<file path="config.mk">
export PLATFORM = sky130hd
export DESIGN_NAME = hazard_control_unit_flat
export DESIGN_NICKNAME = d
export VERILOG_FILES = /design/src/rtl/hazard_control_unit_if.sv /design/src/rtl/hazard_control_unit.sv /design/src/flat_wrapper.sv
export SDC_FILE = /design/constraint.sdc
export NUM_CORES = 1
export LEC_CHECK = 0
export BUFFER_PORTS_ARGS = -buffer_cell sky130_fd_sc_hd__buf_2
export CAP_MARGIN = 30
export CORE_AREA = 3 3 40 42
export DETAILED_ROUTE_END_ITERATION = 10
export DIE_AREA = 0 0 43 45
export HOLD_SLACK_MARGIN = 0.05
export PLACE_DENSITY = 0.69
export SLEW_MARGIN = 10
export SYNTH_ARGS = -nofsm -noshare
export SYNTH_HDL_FRONTEND = slang
export SYNTH_SLANG_ARGS = --single-unit
export TNS_END_PERCENT = 50
</file>
<file path="constraint.sdc">
create_clock -name clk_i -period 1.2 [get_ports clk_i]
set_input_delay 0.06 -clock clk_i [delete_from_list [all_inputs] [get_ports clk_i]]
set_output_delay 0.06 -clock clk_i [all_outputs]
set_load 0.005 [all_outputs]
</file>
<file path="src/rtl/hazard_control_unit_if.sv">
// Hazard-controller bundle: ID/EX/MEM register info in, pipeline write enables,
// flush and control-reset lines out.
interface hazard_control_unit_if #(
    parameter int ADDR_W = 5,
    parameter int CNT_W  = 3
);
    logic              pcsrc_select_i;
    logic              memread_ex_i;
    logic              regwrite_ex_i;
    logic [ADDR_W-1:0] rd_ex_i;
    logic              regwrite_mem_i;
    logic [ADDR_W-1:0] rd_mem_i;
    logic [ADDR_W-1:0] rs_id_i;
    logic [ADDR_W-1:0] rt_id_i;
    logic              uses_rt_id_i;
    logic              pc_write_o;
    logic              ifid_write_o;
    logic              ifid_flush_o;
    logic              ctrl_reset_id_o;
    logic              ctrl_reset_ex_o;
    logic              ctrl_reset_mem_o;
    logic              stall_busy_o;
    logic [CNT_W-1:0]  stall_cnt_o;

    modport master (
        output pcsrc_select_i, memread_ex_i, regwrite_ex_i, rd_ex_i,
               regwrite_mem_i, rd_mem_i, rs_id_i, rt_id_i, uses_rt_id_i,
        input  pc_write_o, ifid_write_o, ifid_flush_o, ctrl_reset_id_o,
               ctrl_reset_ex_o, ctrl_reset_mem_o, stall_busy_o, stall_cnt_o
    );

    modport slave (
        input  pcsrc_select_i, memread_ex_i, regwrite_ex_i, rd_ex_i,
               regwrite_mem_i, rd_mem_i, rs_id_i, rt_id_i, uses_rt_id_i,
        output pc_write_o, ifid_write_o, ifid_flush_o, ctrl_reset_id_o,
               ctrl_reset_ex_o, ctrl_reset_mem_o, stall_busy_o, stall_cnt_o
    );
endinterface

</file>
<file path="src/rtl/hazard_control_unit.sv">
// Pipeline hazard controller: multi-cycle load-use stall, optional RAW stall
// when forwarding is absent, and taken-branch flush with top priority.
module hazard_control_unit #(
    parameter int ADDR_W     = 5,
    parameter int LOAD_STALL = 1,
    parameter int CNT_W      = 3,
    parameter int FORWARDING = 1
) (
    input  logic                 clk_i,
    input  logic                 rst_i,
    hazard_control_unit_if.slave hz
);
    localparam logic [0:0] IDLE  = 1'b0;
    localparam logic [0:0] STALL = 1'b1;

    logic [0:0]       state, state_nxt;
    logic [CNT_W-1:0] cnt, cnt_nxt;
    logic             src_ex, src_mem, lu_hit, raw_hit, fsm_stall, stall;

    // Register 0 is hard-wired zero, so it never forms a dependency.
    function automatic logic src_match(input logic [ADDR_W-1:0] dst,
                                       input logic [ADDR_W-1:0] rs,
                                       input logic [ADDR_W-1:0] rt,
                                       input logic              use_rt);
        return ((rs != '0) && (rs == dst)) ||
               (use_rt && (rt != '0) && (rt == dst));
    endfunction

    always_comb begin
        src_ex  = src_match(hz.rd_ex_i,  hz.rs_id_i, hz.rt_id_i, hz.uses_rt_id_i);
        src_mem = src_match(hz.rd_mem_i, hz.rs_id_i, hz.rt_id_i, hz.uses_rt_id_i);
        lu_hit  = hz.memread_ex_i && src_ex;
        raw_hit = (FORWARDING == 0) &&
                  ((hz.regwrite_ex_i && src_ex) || (hz.regwrite_mem_i && src_mem));
    end

    always_comb begin
        state_nxt = state;
        cnt_nxt   = cnt;
        fsm_stall = 1'b0;
        if (hz.pcsrc_select_i) begin
            state_nxt = IDLE;
            cnt_nxt   = '0;
        end else begin
            case (state)
                IDLE: begin
                    if (lu_hit) begin
                        fsm_stall = 1'b1;
                        if (LOAD_STALL > 1) begin
                            state_nxt = STALL;
                            cnt_nxt   = CNT_W'(LOAD_STALL - 1);
                        end
                    end
                end
                STALL: begin
                    // EX holds a bubble here, so lu_hit is meaningless until IDLE.
                    fsm_stall = 1'b1;
                    if (cnt <= CNT_W'(1)) begin
                        state_nxt = IDLE;
                        cnt_nxt   = '0;
                    end else begin
                        cnt_nxt = cnt - CNT_W'(1);
                    end
                end
                default: begin
                    state_nxt = IDLE;
                    cnt_nxt   = '0;
                end
            endcase
        end
    end

    always_ff @(posedge clk_i or negedge rst_i) begin
        if (!rst_i) begin
            state <= IDLE;
            cnt   <= '0;
        end else begin
            state <= state_nxt;
            cnt   <= cnt_nxt;
        end
    end

    assign stall = fsm_stall || raw_hit;

    always_comb begin
        hz.pc_write_o       = 1'b1;
        hz.ifid_write_o     = 1'b1;
        hz.ifid_flush_o     = 1'b0;
        hz.ctrl_reset_id_o  = 1'b0;
        hz.ctrl_reset_ex_o  = 1'b0;
        hz.ctrl_reset_mem_o = 1'b0;
        if (hz.pcsrc_select_i) begin
            hz.ifid_flush_o    = 1'b1;
            hz.ctrl_reset_id_o = 1'b1;
            hz.ctrl_reset_ex_o = 1'b1;
        end else if (stall) begin
            hz.pc_write_o      = 1'b0;
            hz.ifid_write_o    = 1'b0;
            hz.ctrl_reset_id_o = 1'b1;
        end
    end

    assign hz.stall_busy_o = (state == STALL);
    assign hz.stall_cnt_o  = cnt;
endmodule

</file>
<file path="src/flat_wrapper.sv">
// flat-port wrapper written by rule: the top's interface ports become plain ports
module hazard_control_unit_flat 
#(
    parameter int ADDR_W     = 5,
    parameter int LOAD_STALL = 1,
    parameter int CNT_W      = 3,
    parameter int FORWARDING = 1
)
  (clk_i, rst_i, hz_pcsrc_select_i, hz_memread_ex_i, hz_regwrite_ex_i, hz_rd_ex_i, hz_regwrite_mem_i, hz_rd_mem_i, hz_rs_id_i, hz_rt_id_i, hz_uses_rt_id_i, hz_pc_write_o, hz_ifid_write_o, hz_ifid_flush_o, hz_ctrl_reset_id_o, hz_ctrl_reset_ex_o, hz_ctrl_reset_mem_o, hz_stall_busy_o, hz_stall_cnt_o);
  hazard_control_unit_if #(.ADDR_W(ADDR_W), .CNT_W(CNT_W)) hz_i ();
  input  logic clk_i;
  input  logic rst_i;
  input wire logic [$bits(hz_i.pcsrc_select_i)-1:0] hz_pcsrc_select_i;
  input wire logic [$bits(hz_i.memread_ex_i)-1:0] hz_memread_ex_i;
  input wire logic [$bits(hz_i.regwrite_ex_i)-1:0] hz_regwrite_ex_i;
  input wire logic [$bits(hz_i.rd_ex_i)-1:0] hz_rd_ex_i;
  input wire logic [$bits(hz_i.regwrite_mem_i)-1:0] hz_regwrite_mem_i;
  input wire logic [$bits(hz_i.rd_mem_i)-1:0] hz_rd_mem_i;
  input wire logic [$bits(hz_i.rs_id_i)-1:0] hz_rs_id_i;
  input wire logic [$bits(hz_i.rt_id_i)-1:0] hz_rt_id_i;
  input wire logic [$bits(hz_i.uses_rt_id_i)-1:0] hz_uses_rt_id_i;
  output wire logic [$bits(hz_i.pc_write_o)-1:0] hz_pc_write_o;
  output wire logic [$bits(hz_i.ifid_write_o)-1:0] hz_ifid_write_o;
  output wire logic [$bits(hz_i.ifid_flush_o)-1:0] hz_ifid_flush_o;
  output wire logic [$bits(hz_i.ctrl_reset_id_o)-1:0] hz_ctrl_reset_id_o;
  output wire logic [$bits(hz_i.ctrl_reset_ex_o)-1:0] hz_ctrl_reset_ex_o;
  output wire logic [$bits(hz_i.ctrl_reset_mem_o)-1:0] hz_ctrl_reset_mem_o;
  output wire logic [$bits(hz_i.stall_busy_o)-1:0] hz_stall_busy_o;
  output wire logic [$bits(hz_i.stall_cnt_o)-1:0] hz_stall_cnt_o;
  assign hz_i.pcsrc_select_i = hz_pcsrc_select_i;
  assign hz_i.memread_ex_i = hz_memread_ex_i;
  assign hz_i.regwrite_ex_i = hz_regwrite_ex_i;
  assign hz_i.rd_ex_i = hz_rd_ex_i;
  assign hz_i.regwrite_mem_i = hz_regwrite_mem_i;
  assign hz_i.rd_mem_i = hz_rd_mem_i;
  assign hz_i.rs_id_i = hz_rs_id_i;
  assign hz_i.rt_id_i = hz_rt_id_i;
  assign hz_i.uses_rt_id_i = hz_uses_rt_id_i;
  assign hz_pc_write_o = hz_i.pc_write_o;
  assign hz_ifid_write_o = hz_i.ifid_write_o;
  assign hz_ifid_flush_o = hz_i.ifid_flush_o;
  assign hz_ctrl_reset_id_o = hz_i.ctrl_reset_id_o;
  assign hz_ctrl_reset_ex_o = hz_i.ctrl_reset_ex_o;
  assign hz_ctrl_reset_mem_o = hz_i.ctrl_reset_mem_o;
  assign hz_stall_busy_o = hz_i.stall_busy_o;
  assign hz_stall_cnt_o = hz_i.stall_cnt_o;
  hazard_control_unit #(.ADDR_W(ADDR_W), .LOAD_STALL(LOAD_STALL), .CNT_W(CNT_W), .FORWARDING(FORWARDING)) u_core (.clk_i(clk_i), .rst_i(rst_i), .hz(hz_i));
endmodule
</file>
==> results of run 1 <==
[cell type report]
cell class / instances / area share
clock buffers: 3 / 0.0333
multi-input cells: 37 / 0.420
repair buffers: 39 / 0.348
well taps: 15 / 0.0277
flip-flops and latches: 4 / 0.150
inverters: 4 / 0.0222
[flip-flops by register name, summed over array words and instances, names as in the netlist]
register and count:
u_core.hz.stall_busy_o 1, u_core.hz.stall_cnt_o 3
[logic make-up (layout without fill, tap and decap cells)]
family | Yosys count | count (layout) | share of synthesized area
xor gates and xnor gates | 8 | 8 | 0.179
buffers and inverters | 8 | 46 | 0.115
DFF | 4 | 4 | 0.256
AOI/OAI and AO/OA | 10 | 10 | 0.154
and+or+nand+nor | 16 | 16 | 0.221
other | 1 | 1 | 0.00961
adders and majority gates | 2 | 2 | 0.0641
[power by group through the flow]
| stage | Sequential [mW] | Combinational (mW) | Clock, mW |
|---|---|---|---|
| after detailed placement | 0.137 | 0.105 | 0 |
| final | 0.136 | 0.121 | 0.161 |
| after global routing | 0.135 | 0.133 | 0.176 |
| after CTS | 0.136 | 0.108 | 0.170 |
| after global placement | 0.137 | 0.102 | 0 |
| after floorplan | 0.137 | 0.0452 | 0 |
[per-layer routing]
| metal | routed length [µm] | track usage |
|---|---|---|
| met1 | 443 | 0.127 |
| met3 | 55 | 0.0279 |
| met2 | 591 | 0.198 |
| met5 | 0 | 0 |
| met4 | 0 | 0.0361 |
[layout by cell type (no fill, tap or decap), types with 2 or more instances in the layout]
cell	synthesis	final
buf_4	4	10
ha_1	2	2
inv_2	0	2
buf_2	0	27
nor4_2	1	2
o21ai_1	1	5
and2_1	2	2
nand2_1	3	3
nor2_1	3	3
clkbuf_4	0	3
nor3_2	0	3
dfrtp_1	4	3
xor2_1	7	6
inv_1	4	2
[synthesized netlist by cell type, types with 2 or more instances]
| master | instances |
|---|---|
| a21oi_1 | 2 |
| and2_1 | 2 |
| buf_4 | 4 |
| dfrtp_1 | 4 |
| ha_1 | 2 |
| inv_1 | 4 |
| nand2_1 | 3 |
| nor2_1 | 3 |
| nor3_1 | 4 |
| nor4_1 | 2 |
| o21ai_0 | 4 |
| xor2_1 | 7 |
[worst max-delay path, delay by kind of cell]
kind                      cells  cell delay [ns]
AOI/OAI and AO/OA             2             0.50
buffers and inverters         2             0.24
and+or+nand+nor               1             0.20
xor gates and xnor gates      1             0.16
[per-stage QoR]
stage          instance area (µm²)  power [mW]  setup TNS (ns)
3_3_place_gp                   564       0.239          -0.100
4_1_cts                        617       0.414          -0.134
5_1_grt                        677       0.445          -0.305
3_5_place_dp                   564       0.242          -0.192
6_report                       677       0.418         -0.0591
2_1_floorplan                  390       0.183               0
[worst max path at each step]
stage | slack (ns) | end
5_1_grt | -0.10 | hz_pc_write_o
3_5_place_dp | -0.09 | hz_ifid_write_o
3_3_place_gp | -0.05 | hz_ifid_write_o
4_1_cts | -0.06 | hz_pc_write_o
2_1_floorplan | 0.07 | u_core.hz.stall_cnt_o[2]
6_report | -0.03 | hz_ifid_write_o
[what timing repair did]
item,4_1_cts,5_1_grt
hold buffers,1,0
endpoints found under the setup margin,5,7
resized for setup,3,14
pin swaps,2,1
hold endpoints to repair,4,0
setup buffers,2,2
==> results_dict.tcl, run 1 <==
set metrics [dict create \
    leakage_nw 0.343 \
    htreeDepth 1 \
    diodes 0 \
    power_frac_clock 0.385 \
    clk_latency_ns 0.23 \
    ctsLongestPathBuffers 2 \
    post-route-period-util 1.02 \
    rsz0062_at_grt "true" \
    multi_input_area_um2 284 \
    outcome "finished, violations left" \
    path_class "in -> out" \
    first_global_vias 431 \
    power_frac_comb 0.290 \
    grt_pass1_wl_um 1650 \
    vias_per_cell 4.65 \
    cp-startpoint "hz_rd_ex_i[1]" \
    clockRootBuffer "clkbuf_4" \
    synth_fp_nets 78 \
    slew_viol_final 0 \
    cp-start-kind "primary input" \
    grt_use_total 0.109 \
    fin_worst_skew_ns 0.00161 \
    r2r_slack_ns 0.07 \
    synth-seq-cells 4 \
    r2r_end "u_core.hz.stall_cnt_o[1]" \
    vdd.ir_drop.worst_mv 0.440 \
    ys_types 20 \
    vias 474 \
    antenna_found_initial 0 \
    drive_gt1_frac 0.598 \
    crit_required_ns 1.14 \
    firstDrtPassIters 6 \
    setup_slack_ns -0.0286 \
    port_buffers 28 \
    worst_setup_path_end_kind "output pin" \
    drt_iter0_drc 8 \
    die_w_um 43 \
    fmax_mhz 814 \
    nNetsFinal 118 \
    numCtsBuffers 3 \
    yosysSeqAreaShare 0.256 \
    stdcell_count 102 \
    synthCells 49 \
    cts_tree "done" \
    finalHoldViolCount 0 \
    netlist_area_um2 390 \
    dp_hpwl_um 913 \
    core_region_area_um2 1280 \
    finalSetupViolCount 3 \
    post-route-util 0.527 \
    gp_congestion 0.752 \
    path_clk_slew_ns 0.04 \
    p_int_mw 0.311 \
    reg2regPathDepth 6 \
    syn_area_per_cell_um2 7.97 \
    synth_area_leaders "dfrtp_1 26%, xor2_1 16%, buf_4 7.7%" \
    rr_startpoint "u_core.hz.stall_cnt_o[1]" \
    seq_power_share 0.325 \
    drcViolationCount 0 \
    switching_power_mw 0.107 \
    placedCellCount 94 \
    cp_data_arrival_time_ns 1.17 \
    core.rowCount 13 \
    drtAntennaViolNets 0 \
    synth_top_area_share 0.256 \
    synth_top_area_cell "dfrtp_1" \
    failed_checks "negative setup slack" \
    pre_cts_ws_ns -0.0877 \
    synth_flop_cell "dfrtp_1" \
    wire_per_inst_um 10.7 \
    yosysWarningCount 0 \
    cp_max_fo 2 \
    crit_path_top_delay_cell "a311o_1" \
    cp_cell_sequence "buf_2 -> xor2_1 -> nor3_2 -> o2111ai_2 -> a311o_1 -> buf_2" \
    clock_sink_count 4 \
    drt_wl_total_um 1090 \
    synth_edf_count 0 \
    fin_crit_ns 1.23 \
    seqCellArea_um2 101 \
    gr-total-overflow 0 \
    slowest_delay_ns 0.35 \
    cp_common_cell "buf_2" \
    syn_to_final_growth_pct 73.4 \
    ios 37 \
    die_area_um2 1940 \
    fillerInstances 127 \
    whs_ns 0.186 \
    start_util 0.304 \
    p_per_area_nw_per_um2 617 \
    die_y_um 45 \
    async_flop_share 1.00 \
    hp-class "in -> async" \
    grt_start_max_net_pins 8 \
    cap_violations 0 \
    p_sw_frac 0.255 \
]
No activity file was read; power rests on OpenSTA's default activity.
==> run 2, diff against run 1 <==
CAP_MARGIN = 40   (was 30)
SETUP_SLACK_MARGIN = 0.4   (was default)
==> run 2 against run 1 <==
  * The run still ends with negative setup slack left
  * Sequential cell count unchanged
  * First-iteration DRC count decreased by 25%
  * Critical path depth down 1
  * Design area grew 4.1%
  * Largest power group unchanged
  * Fmax is 0.96% lower
  * Highest routed layer unchanged
  * Worst setup slack worse by 0.012 ns
  * Combinational power fell by 4%
==> results_dict.tcl, run 2 (synthesis results as in run 1) <==
set metrics [dict create \
    numCtsBuffers 3 \
    drt_wl_total_um 1130 \
    first_global_vias 429 \
    gr-total-overflow 0 \
    gp_congestion 0.681 \
    cp_data_arrival_time_ns 1.18 \
    ctsLongestPathBuffers 2 \
    port_buffers 28 \
    slew_viol_final 0 \
    fin_crit_ns 1.24 \
    core.rowCount 13 \
    die_area_um2 1940 \
    grt_use_total 0.122 \
    clockRootBuffer "clkbuf_4" \
    post-route-util 0.548 \
    layout_common_cells "25 x buf_2, 6 x xor2_1, 5 x buf_4" \
    vdd.ir_drop.worst_mv 0.288 \
    grt_start_max_net_pins 8 \
    antenna_found_initial 0 \
    ios 37 \
    start_util 0.304 \
    setup_slack_ns -0.0405 \
    failed_checks "negative setup slack" \
    hp-class "in -> async" \
    cap_violations 0 \
    post-route-period-util 1.03 \
    placedCellCount 89 \
    outcome "finished, violations left" \
    crit_path_top_delay_cell "dfrtp_1" \
    crit_required_ns 1.14 \
    largest_reg_flops 3 \
    rsz0062_at_grt "true" \
    htreeDepth 1 \
    fmax_mhz 806 \
    finalSetupViolCount 3 \
    drive_gt1_frac 0.583 \
    stdcell_count 99 \
    path_class "reg -> out" \
    diodes 0 \
    dp_hpwl_um 891 \
    final_common_cell "buf_2" \
    clock_sink_count 4 \
    drcViolationCount 0 \
    pre_cts_ws_ns -0.0305 \
    nNetsFinal 115 \
    wire_per_inst_um 11.4 \
    vias_per_cell 4.67 \
    firstDrtPassIters 4 \
    slowest_delay_ns 0.39 \
    leakage_nw 0.340 \
    cp_max_fo 3 \
    p_per_area_nw_per_um2 583 \
    die_w_um 43 \
    syn_to_final_growth_pct 80.4 \
    finalHoldViolCount 0 \
    worst_setup_path_end_kind "output pin" \
    vias 462 \
    cp_cell_sequence "buf_4 -> buf_6 -> nor2_4 -> a31oi_1 -> buf_2" \
    whs_ns 0.164 \
    die_y_um 45 \
    grt_pass1_wl_um 1710 \
    cts_tree "done" \
    fin_worst_skew_ns 0.0000652 \
    core_region_area_um2 1280 \
    path_clk_slew_ns 0.03 \
    clk_latency_ns 0.23 \
    drt_iter0_drc 6 \
    drtAntennaViolNets 0 \
    cp-start-kind "flip-flop" \
]
-- run 2: cell count changes in the layout (fill, tap and decap cells not counted), moves of 2 or more --
| cell | change |
|---|---|
| buf_6 | +3 |
| o21ai_1 | -2 |
| buf_2 | -2 |
| nor3_1 | +3 |
| nor3_2 | -3 |
| ha_1 | -2 |
| buf_4 | -5 |
-- run 2: what timing repair did --
action / in CTS / in global routing
setup endpoints to repair: 11 / 11
hold buffers: 1 / 0
resized for setup: 5 / 13
pin swaps: 4 / 4
buffers inserted: 3 / 3
hold endpoints to repair: 4 / 0
-- run 2: final timing paths --
path	slack, ns	end	from	cells past startpoint
worst max register to register	0.10	u_core.hz.stall_cnt_o[1]	u_core.hz.stall_cnt_o[1]	5
worst min-delay path	0.16	u_core.hz.stall_cnt_o[0]	rst_i	2
worst max-delay path	-0.04	hz_ctrl_reset_id_o	u_core.hz.stall_busy_o	5
worst min register to register	0.54	u_core.hz.stall_cnt_o[0]	u_core.hz.stall_cnt_o[0]	1
max in group asynchronous	0.91	u_core.hz.stall_cnt_o[0]	rst_i	2
min in group clk_i	0.19	u_core.hz.stall_cnt_o[2]	hz_pcsrc_select_i	4
-- run 2: critical path, delay by kind of cell, from the launching register on --
family                 cells  cell delay, ns
buffers and inverters      3            0.40
flip-flops                 1            0.39
AO/OA/AOI/OAI              1            0.08
AND/OR/NAND/NOR            1            0.08
-- run 2: through the flow --
| step | TNS, ns | cell area, µm² | total power [mW] |
|---|---|---|---|
| 5_1_grt | -0.395 | 704 | 0.439 |
| 2_1_floorplan | 0 | 410 | 0.183 |
| 4_1_cts | -0.0738 | 611 | 0.409 |
| 3_3_place_gp | -0.0498 | 547 | 0.232 |
| 6_report | -0.0958 | 704 | 0.411 |
| 3_5_place_dp | -0.0598 | 547 | 0.235 |
-- run 2: where the power goes --
| part | internal [mW] | switching, mW |
|---|---|---|
| sequential | 0.136 | 0 |
| combinational | 0.0639 | 0.0526 |
| clock | 0.111 | 0.0473 |
| total | 0.311 | 0.0998 |
-- run 2: per-layer routing --
layer | GRT usage | up-vias | routed length [µm]
met5 | 0 | - | 0
met4 | 0.0723 | 0 | 0
li1 | - | 235 | -
met1 | 0.124 | 217 | 405
met3 | 0.0398 | 0 | 59
met2 | 0.219 | 10 | 668
-- run 2: final cells by class --
class                      instances  area [µm²]
fill                             120         581
sequential                         4         101
tap                               15        18.8
inverter                           4        15.0
clock buffer                       3        22.5
timing repair buffer              36         241
multi-input combinational         37         305
==> run 3, diff against run 2 <==
PLACE_DENSITY = 0.67   (was 0.69)
clock period = 1.3 ns   (was 1.2 ns; I/O delays follow)
==> run 3 against run 2 <==
  * The flow now finishes without violations
  * Cell count shrank 3.0%
  * Sequential share of layout area rose by 2.0 points
  * Count of clock-buffer cells in the layout is 1 higher
  * Hold slack lost 0.0070 ns
  * Worst setup slack improved by 0.10 ns
  * Critical endpoint is now hz_pc_write_o
  * Highest routed layer unchanged
==> results_dict.tcl, run 3 (synthesis results as in run 1) <==
set metrics [dict create \
    clk_latency_ns 0.24 \
    cp_cell_sequence "inv_2 -> a311o_1 -> buf_2" \
    seq_power_share 0.317 \
    p_int_mw 0.293 \
    slew_viol_final 0 \
    p_sw_frac 0.257 \
    antenna_found_initial 0 \
    power_frac_comb 0.252 \
    clock_sink_count 4 \
    diodes 0 \
    vias_per_cell 4.42 \
    tns_ns 0 \
    crit_path_top_delay_cell "dfrtp_2" \
    crit_required_ns 1.24 \
    grt_use_total 0.121 \
    finalSetupViolCount 0 \
    power_frac_clock 0.430 \
    grt_start_max_net_pins 8 \
    start_util 0.304 \
    die_y_um 45 \
    r2r_end "u_core.hz.stall_cnt_o[2]" \
    core_region_area_um2 1280 \
    cp-start-kind "flip-flop" \
    post-route-period-util 0.952 \
    nNetsFinal 111 \
    fin_crit_ns 1.24 \
    p_per_area_nw_per_um2 629 \
    drive_gt1_frac 0.568 \
    drt_wl_total_um 1110 \
    vias 424 \
    fillerInstances 130 \
    drcViolationCount 0 \
    rr_startpoint "u_core.hz.stall_cnt_o[1]" \
    die_area_um2 1940 \
    drtAntennaViolNets 0 \
    dp_hpwl_um 882 \
    outcome "complete, no violations" \
    layout_common_cells "26 x buf_2, 7 x xor2_1, 4 x o21ai_1" \
    final_common_cell "buf_2" \
    cp_max_fo 6 \
    hp-class "in -> async" \
    die_w_um 43 \
    gr-total-overflow 0 \
    r2r_slack_ns 0.26 \
    largest_reg_flops 3 \
    cp_data_arrival_time_ns 1.17 \
    drt_iter0_drc 3 \
    reg2regPathDepth 5 \
    clockRootBuffer "clkbuf_4" \
    firstDrtPassIters 2 \
    first_global_vias 409 \
    slowest_delay_ns 0.40 \
    leakage_nw 0.305 \
    rsz0062_at_grt "true" \
    ctsLongestPathBuffers 2 \
    vdd.ir_drop.worst_mv 0.327 \
    fmax_mhz 808 \
    cp-startpoint "u_core.hz.stall_busy_o" \
    core.rowCount 13 \
    syn_to_final_growth_pct 60.6 \
    fin_worst_skew_ns 0.00247 \
    path_clk_slew_ns 0.04 \
    crit_path_end "hz_pc_write_o" \
    finalHoldViolCount 0 \
    wire_per_inst_um 11.6 \
    ios 37 \
    gp_congestion 0.710 \
    htreeDepth 1 \
    path_class "reg -> out" \
    worst_setup_path_end_kind "output pin" \
    placedCellCount 88 \
    grt_pass1_wl_um 1700 \
    numCtsBuffers 3 \
    stdcell_count 96 \
    cap_violations 0 \
    cts_tree "done" \
    switching_power_mw 0.101 \
    port_buffers 28 \
]
[run 3: worst min path at each step]
stage	to	slack (ns)	depth (start not counted)
finish	u_core.hz.stall_cnt_o[0]	0.16	2
detailed placement	u_core.hz.stall_cnt_o[1]	-0.13	1
floorplan	u_core.hz.stall_busy_o	-0.23	0
CTS	u_core.hz.stall_cnt_o[1]	0.15	2
global placement	u_core.hz.stall_cnt_o[1]	-0.13	1
global route	u_core.hz.stall_cnt_o[2]	0.17	2
[run 3: cell type report]
class,count,area [µm²],share of cell area
multi-input combinational,37,279,0.445
timing repair buffer,32,185,0.295
sequential,4,103,0.164
clock buffer,4,26.3,0.0419
tap,15,18.8,0.0299
inverter,4,15.0,0.0240
[run 3: stage by stage]
step	instance area [µm²]	hold slack [ns]	setup slack, ns	util	power [mW]
after floorplan	414	-0.231	0.239	-	0.168
after global placement	543	-0.130	0.0630	0.423	0.212
after detailed placement	543	-0.128	0.0622	0.423	0.215
after CTS	607	0.152	0.0272	0.472	0.394
after global routing	627	0.172	0.000526	0.488	0.421
final	627	0.157	0.0625	0.488	0.394
[run 3: power groups by stage]
stage          clock [mW]  sequential [mW]  combinational [mW]
6_report            0.170            0.125              0.0993
5_1_grt             0.187            0.125               0.109
4_1_cts             0.174            0.125              0.0953
3_5_place_dp            0            0.127              0.0878
3_3_place_gp            0            0.127              0.0849
2_1_floorplan           0            0.127              0.0417
[run 3: repair_timing]
| item | 4_1_cts | 5_1_grt |
|---|---|---|
| buffers inserted | 2 | 1 |
| endpoints found under the hold margin | 4 | 0 |
| gates resized for setup | 2 | 5 |
| pin swaps | 3 | 3 |
| hold buffers | 1 | 0 |
| setup endpoints to repair | 7 | 9 |
[run 3: metal layers]
metal / vias to the layer above / wire (µm) / track usage
met5: - / 0 / 0
met4: 0 / 0 / 0.0723
met3: 0 / 58 / 0.0398
met2: 10 / 642 / 0.210
met1: 186 / 411 / 0.129
li1: 228 / - / -
[run 3: critical path, delay by kind of cell, from the launching register on]
kind                   cells  cell delay (ns)
DFF                        1             0.40
AOI/OAI and AO/OA          1             0.35
buffers and inverters      2             0.18
